<file path="config.mk">
export PLATFORM = sky130hd
export DESIGN_NAME = divider_8_requester
export DESIGN_NICKNAME = d
export VERILOG_FILES = /design/src/rtl/divider_8_pkg.sv /design/src/rtl/divider_8_watchdog.sv /design/src/rtl/divider_8_requester.sv
export SDC_FILE = /design/constraint.sdc
export NUM_CORES = 1
export LEC_CHECK = 0
export BUFFER_PORTS_ARGS = -buffer_cell sky130_fd_sc_hd__buf_2
export CAP_MARGIN = 30
export CELL_PAD_IN_SITES_DETAIL_PLACEMENT = 1
export CELL_PAD_IN_SITES_GLOBAL_PLACEMENT = 2
export CORE_ASPECT_RATIO = 1.1
export CORE_MARGIN = 1
export CORE_UTILIZATION = 29
export CTS_CLUSTER_SIZE = 12
export DETAILED_ROUTE_END_ITERATION = 7
export PLACE_DENSITY = 0.86
export REMOVE_ABC_BUFFERS = 1
export SLEW_MARGIN = 20
export SYNTH_ARGS = -nofsm -noshare
export SYNTH_HDL_FRONTEND = slang
export SYNTH_SLANG_ARGS = --single-unit
</file>
<file path="constraint.sdc">
create_clock -name ClkPort -period 2.19 [get_ports ClkPort]
set_input_delay 0.219 -clock ClkPort [delete_from_list [all_inputs] [get_ports ClkPort]]
set_output_delay 0.219 -clock ClkPort [all_outputs]
set_load 0.01 [all_outputs]
</file>
<file path="src/rtl/divider_8_pkg.sv">
// Shared types and constants for the divider requester slice.
package divider_8_pkg;

  localparam int DATA_W = 8;
  localparam logic [DATA_W-1:0] DIV0_Q = 8'hFF;

  typedef enum logic [2:0] {
    IDLE,
    ISSUE,
    BUSY,
    ACKN,
    RESP
  } state_t;

endpackage

</file>
<file path="src/rtl/divider_8_watchdog.sv">
// Job watchdog: clearable, enabled up-counter that parks at its terminal count.
module divider_8_watchdog #(
  parameter int TIMEOUT_CYCLES = 4096
) (
  input  logic ClkPort,
  input  logic Reset,
  input  logic clr,
  input  logic en,
  output logic tc
);

  localparam int CW = $clog2(TIMEOUT_CYCLES);
  localparam logic [CW-1:0] LAST = CW'(TIMEOUT_CYCLES - 1);

  logic [CW-1:0] cnt;

  // Parking at LAST keeps tc asserted if a normal transition beat the abort.
  always_ff @(posedge ClkPort) begin
    if (Reset || clr)
      cnt <= '0;
    else if (en && cnt != LAST)
      cnt <= cnt + CW'(1);
  end

  assign tc = en && (cnt == LAST);

endmodule

</file>
<file path="src/rtl/divider_8_requester.sv">
// Requesting side of the PicoBlaze 8-bit divider handshake, with valid/ready
// job and result channels, divide-by-zero rejection and a watchdog abort.
module divider_8_requester
  import divider_8_pkg::*;
#(
  parameter int TIMEOUT_CYCLES = 4096,
  parameter int CNT_W          = 16
) (
  input  logic              ClkPort,
  input  logic              Reset,
  input  logic              req_valid,
  input  logic [DATA_W-1:0] req_x,
  input  logic [DATA_W-1:0] req_y,
  output logic              req_ready,
  output logic              rsp_valid,
  input  logic              rsp_ready,
  output logic [DATA_W-1:0] rsp_q,
  output logic [DATA_W-1:0] rsp_r,
  output logic              rsp_err_div0,
  output logic              rsp_err_timeout,
  output logic [DATA_W-1:0] Xin,
  output logic [DATA_W-1:0] Yin,
  output logic              Start,
  output logic              Ack,
  input  logic [DATA_W-1:0] Quotient,
  input  logic [DATA_W-1:0] Remainder,
  input  logic              Done,
  input  logic              Qi,
  input  logic              Qc,
  input  logic              Qd,
  output logic [CNT_W-1:0]  jobs_done
);

  state_t            state;
  logic [DATA_W-1:0] x_r, y_r;
  logic              accept, issue_job, wd_en, wd_tc, normal_move;

  assign accept    = (state == IDLE) && req_valid && req_ready;
  assign issue_job = accept && (req_y != '0);
  assign wd_en     = (state == ISSUE) || (state == BUSY) || (state == ACKN);
  assign Xin       = x_r;
  assign Yin       = y_r;

  always_comb begin
    normal_move = 1'b0;
    case (state)
      ISSUE:   normal_move = !Qi;
      BUSY:    normal_move = Done;
      ACKN:    normal_move = Qi;
      default: normal_move = 1'b0;
    endcase
  end

  divider_8_watchdog #(.TIMEOUT_CYCLES(TIMEOUT_CYCLES)) u_wd (
    .ClkPort (ClkPort),
    .Reset   (Reset),
    .clr     (issue_job),
    .en      (wd_en),
    .tc      (wd_tc)
  );

  // req_ready is registered, so it stays low for the first cycle out of reset.
  always_ff @(posedge ClkPort) begin
    if (Reset) begin
      state           <= IDLE;
      req_ready       <= 1'b0;
      rsp_valid       <= 1'b0;
      rsp_q           <= '0;
      rsp_r           <= '0;
      rsp_err_div0    <= 1'b0;
      rsp_err_timeout <= 1'b0;
      x_r             <= '0;
      y_r             <= '0;
      Start           <= 1'b0;
      Ack             <= 1'b0;
      jobs_done       <= '0;
    end else if (wd_tc && !normal_move) begin
      Start           <= 1'b0;
      Ack             <= 1'b0;
      rsp_q           <= '0;
      rsp_r           <= '0;
      rsp_err_timeout <= 1'b1;
      rsp_valid       <= 1'b1;
      state           <= RESP;
    end else begin
      case (state)
        IDLE: begin
          if (accept) begin
            req_ready <= 1'b0;
            if (req_y == '0) begin
              rsp_q        <= DIV0_Q;
              rsp_r        <= req_x;
              rsp_err_div0 <= 1'b1;
              rsp_valid    <= 1'b1;
              state        <= RESP;
            end else begin
              x_r   <= req_x;
              y_r   <= req_y;
              Start <= 1'b1;
              state <= ISSUE;
            end
          end else begin
            req_ready <= 1'b1;
          end
        end
        ISSUE: if (!Qi) begin
          Start <= 1'b0;
          state <= BUSY;
        end
        BUSY: if (Done) begin
          rsp_q <= Quotient;
          rsp_r <= Remainder;
          Ack   <= 1'b1;
          state <= ACKN;
        end
        ACKN: if (Qi) begin
          Ack       <= 1'b0;
          jobs_done <= jobs_done + CNT_W'(1);
          rsp_valid <= 1'b1;
          state     <= RESP;
        end
        RESP: if (rsp_ready) begin
          rsp_valid       <= 1'b0;
          rsp_err_div0    <= 1'b0;
          rsp_err_timeout <= 1'b0;
          req_ready       <= 1'b1;
          state           <= IDLE;
        end
        default: state <= IDLE;
      endcase
    end
  end

  a_state_onehot: assert property (@(posedge ClkPort) disable iff (Reset)
    $onehot({Qi, Qc, Qd}));
  a_start_ack_excl: assert property (@(posedge ClkPort) disable iff (Reset)
    !(Start && Ack));

endmodule
</file>
==> impl_metrics.json <==
{
  "run_status": "finished, final reports clean",
  "grtUsageTotal_pct": 16.7,
  "critPathLaunchType": "flip-flop",
  "reg2reg_slack_ns": 0.20,
  "endpoint": "u_wd.cnt[9]$_SDFFE_PP0P_",
  "numPortBuffers": 91,
  "fp.dieH_um": 111,
  "p_int_mw": 2.45,
  "tightest_slew_ns": 0.620,
  "dpl.hpwl_mm": 6.59,
  "grt_overflow": 0,
  "cp.depth": 4,
  "post-place-ws_ns": 0.176,
  "drive_above_1_share_pct": 31.9,
  "n_fill_cell": 1240,
  "wl_per_cell_um": 15.3,
  "ys_seq_area_share_pct": 43.9,
  "drc": 0,
  "dp.cells": 560,
  "critPathKind": "flip-flop to flip-flop",
  "seqCellArea_sq_mm": 0.00138,
  "core_area_sq_mm": 0.0105,
  "peakVddDrop_mv": 0.308,
  "cts.sinks": 69,
  "timing.final.hold_violations": 0,
  "crit_chain": "o21bai_4 > or3_4 > or4_1 > a21oi_1",
  "clk_pin_slew_worst_paths_ns": 0.06,
  "dr.pass1.iters": 4,
  "cp-startpoint": "state[0]$_SDFFE_PP0P_",
  "diodes": 0,
  "cts_root_buffer": "clkbuf_16",
  "io_pins": 94,
  "cts_buffers": 9,
  "powerDensity_mw_per_mm2": 822,
  "cp.buffers_inverters": 0,
  "synth_edf_count": 0,
  "netlist_area_sq_mm": 0.00314,
  "fin_tns_setup_ns": 0,
  "r2r-start": "state[0]$_SDFFE_PP0P_",
  "rsz0062_at_grt": "false",
  "ys.flop_type": "dfxtp_1",
  "hold_buffers": 0,
  "drv_cap": 0,
  "start_util_pct": 30.0,
  "worstSetupEndpointType": "flip-flop",
  "swShare_pct": 26.9,
  "layout_setup_ws_ns": 0.196,
  "synthDistinctLibCells": 54,
  "p_seq_share_pct": 41.2,
  "drt-initial-drc-count": 84,
  "hp-start": "req_x[1]",
  "synth_warnings": 0,
  "rr_endpoint": "u_wd.cnt[9]$_SDFFE_PP0P_",
  "synth_seq_cells": 69,
  "setup_viol": 0,
  "final.min_clock_period_ns": 1.99,
  "wl_mm": 8.82,
  "postSynthAreaPerCell_sq_um": 9.50,
  "worstPathMaxFanout": 13,
  "layout.nets": 470,
  "crit_slowest_cell": "dfxtp_1",
  "via_per_inst": 5.04,
  "grt_pass1_wl_mm": 14.7,
  "drv_slew": 0,
  "cts_tree": "done",
  "synth_common_cells": "dfxtp_1, nor2_1, mux2i_1",
  "syn_inst": 331,
  "clock_latency_ns": 0.34,
  "grt_max_degree": 24,
  "final_cells": 576,
  "arrival_ns": 2.25,
  "fp.dieW_um": 101,
  "synth.most_common_cell": "dfxtp_1",
  "place_congestion": 0.756,
  "worstPathRequired_ns": 2.45,
  "ant_nets": 0,
  "clock-skew-final_ns": 0.00648,
  "synth.largest_area_cell": "dfxtp_1",
  "cts_setup_buffers": 0,
  "path_delay_family": "simple AND/OR/NAND/NOR gates",
  "synth-async-reset-ratio_pct": 0,
  "timing.final.crit_share_pct": 91.0,
  "hold_ws_ns": 0.135,
  "clock.fmax_mhz": 502,
  "synth_top_area_share_pct": 43.9,
  "hold_path.class": "input pin to flip-flop",
  "dieArea_sq_mm": 0.0113,
  "p_sw_mw": 0.901,
  "netlist_top_cells_area": "dfxtp_1, mux2i_1, nor2_1",
  "cpPeakStageDelay_ns": 0.71,
  "grt_pass1_vias": 2952,
  "multiInputGateArea_sq_mm": 0.00164,
  "rows": 39,
  "p_leak_nw": 1.67,
  "power_frac_clock_pct": 45.0,
  "combPwrFrac_pct": 13.9,
  "htree_levels": 3,
  "slew_headroom_pct": 58.6,
  "synthToLayoutAreaGrowth_pct": 29.6,
  "grt_antenna_before_repair": 0,
  "rr_worst_depth": 4,
  "clockBufferDepth": 2,
  "vias": 2903
}
-- area by class of cell --
class | count | area share (%)
inverters | 6 | 0.553
multi-input cells | 239 | 40.2
well taps | 143 | 4.39
repair buffers | 103 | 13.4
flip-flops and latches | 69 | 33.9
clock inverters | 6 | 1.75
clock buffers | 10 | 5.86
-- cells in the final DEF (no fill, tap or decap), types with 3 or more instances in the layout --
master / n
buf_2: 91
dfxtp_1: 69
nor2_1: 39
mux2i_1: 26
a21oi_1: 21
nor3_1: 16
nand2_1: 15
buf_4: 12
nand3_1: 11
a211oi_1: 11
o21ai_0: 9
or3_1: 9
clkbuf_16: 9
or4_1: 7
inv_1: 6
xor2_1: 6
o221a_2: 6
o31ai_1: 6
nand4_1: 5
xnor2_1: 4
and4_1: 3
or2_1: 3
-- logic make-up after synthesis --
family | after synthesis | synth area share (%)
multiplexers | 27 | 8.64
AND/OR/NAND/NOR | 130 | 23.3
flip-flops | 69 | 43.9
AO/OA/AOI/OAI | 70 | 16.3
adder cells (fa/ha/maj) | 2 | 0.796
XOR/XNOR | 10 | 2.79
buffers and inverters | 23 | 4.22
-- state kept, by name (all words and copies together), names as in the netlist, 3 cells and up --
register   count
u_wd.cnt      12
state          3
Xin            8
rsp_q          8
jobs_done     16
Yin            8
rsp_r          8
-- per-layer routing --
layer  track usage (%)  up-vias  part of all wire, %
li1                  -     1419                    -
met1              20.1     1392                   44
met2              27.9       76                   48
met3              4.22       16                  4.9
met4              7.15        0                  2.4
met5                 0        -                    0
-- power by group through the flow --
stage | clock (mW) | sequential, mW | combinational (mW)
6_report | 1.51 | 1.38 | 0.465
4_1_cts | 1.55 | 1.38 | 0.474
5_1_grt | 1.59 | 1.39 | 0.519
3_5_place_dp | 0 | 1.41 | 0.472
2_1_floorplan | 0 | 1.43 | 0.236
3_3_place_gp | 0 | 1.40 | 0.457
-- worst min-delay path by stage --
stage | to | slack [ns] | depth (start not counted)
after global routing | rsp_q[4]$_SDFFE_PP0P_ | 0.15 | 2
after detailed placement | rsp_err_timeout$_SDFFE_PP0P_ | 0.47 | 2
after CTS | Xin[6]$_SDFFE_PP0P_ | 0.13 | 3
after global placement | jobs_done[15]$_SDFFE_PP0P_ | 0.46 | 2
after floorplan | jobs_done[10]$_SDFFE_PP0P_ | 0.29 | 1
final | Xin[1]$_SDFFE_PP0P_ | 0.14 | 3
-- worst min-delay path: stages --
cell and delay, ns:
buf_2 0.09, mux2i_1 0.06, nor2_1 0.07
-- through the flow --
stage	utilization, %	area (sq um)	total power, mW
2_1_floorplan	-	3030	1.67
3_3_place_gp	35.8	3760	1.86
3_5_place_dp	35.8	3760	1.88
4_1_cts	38.8	4070	3.40
5_1_grt	38.8	4080	3.50
6_report	38.8	4080	3.35
-- timing repair --
item | in CTS | in global routing
gates resized for setup | 0 | 1
endpoints found under the setup margin | 0 | 8
endpoints found under the hold margin | 0 | 0
Power figures use the tool's default switching activity.
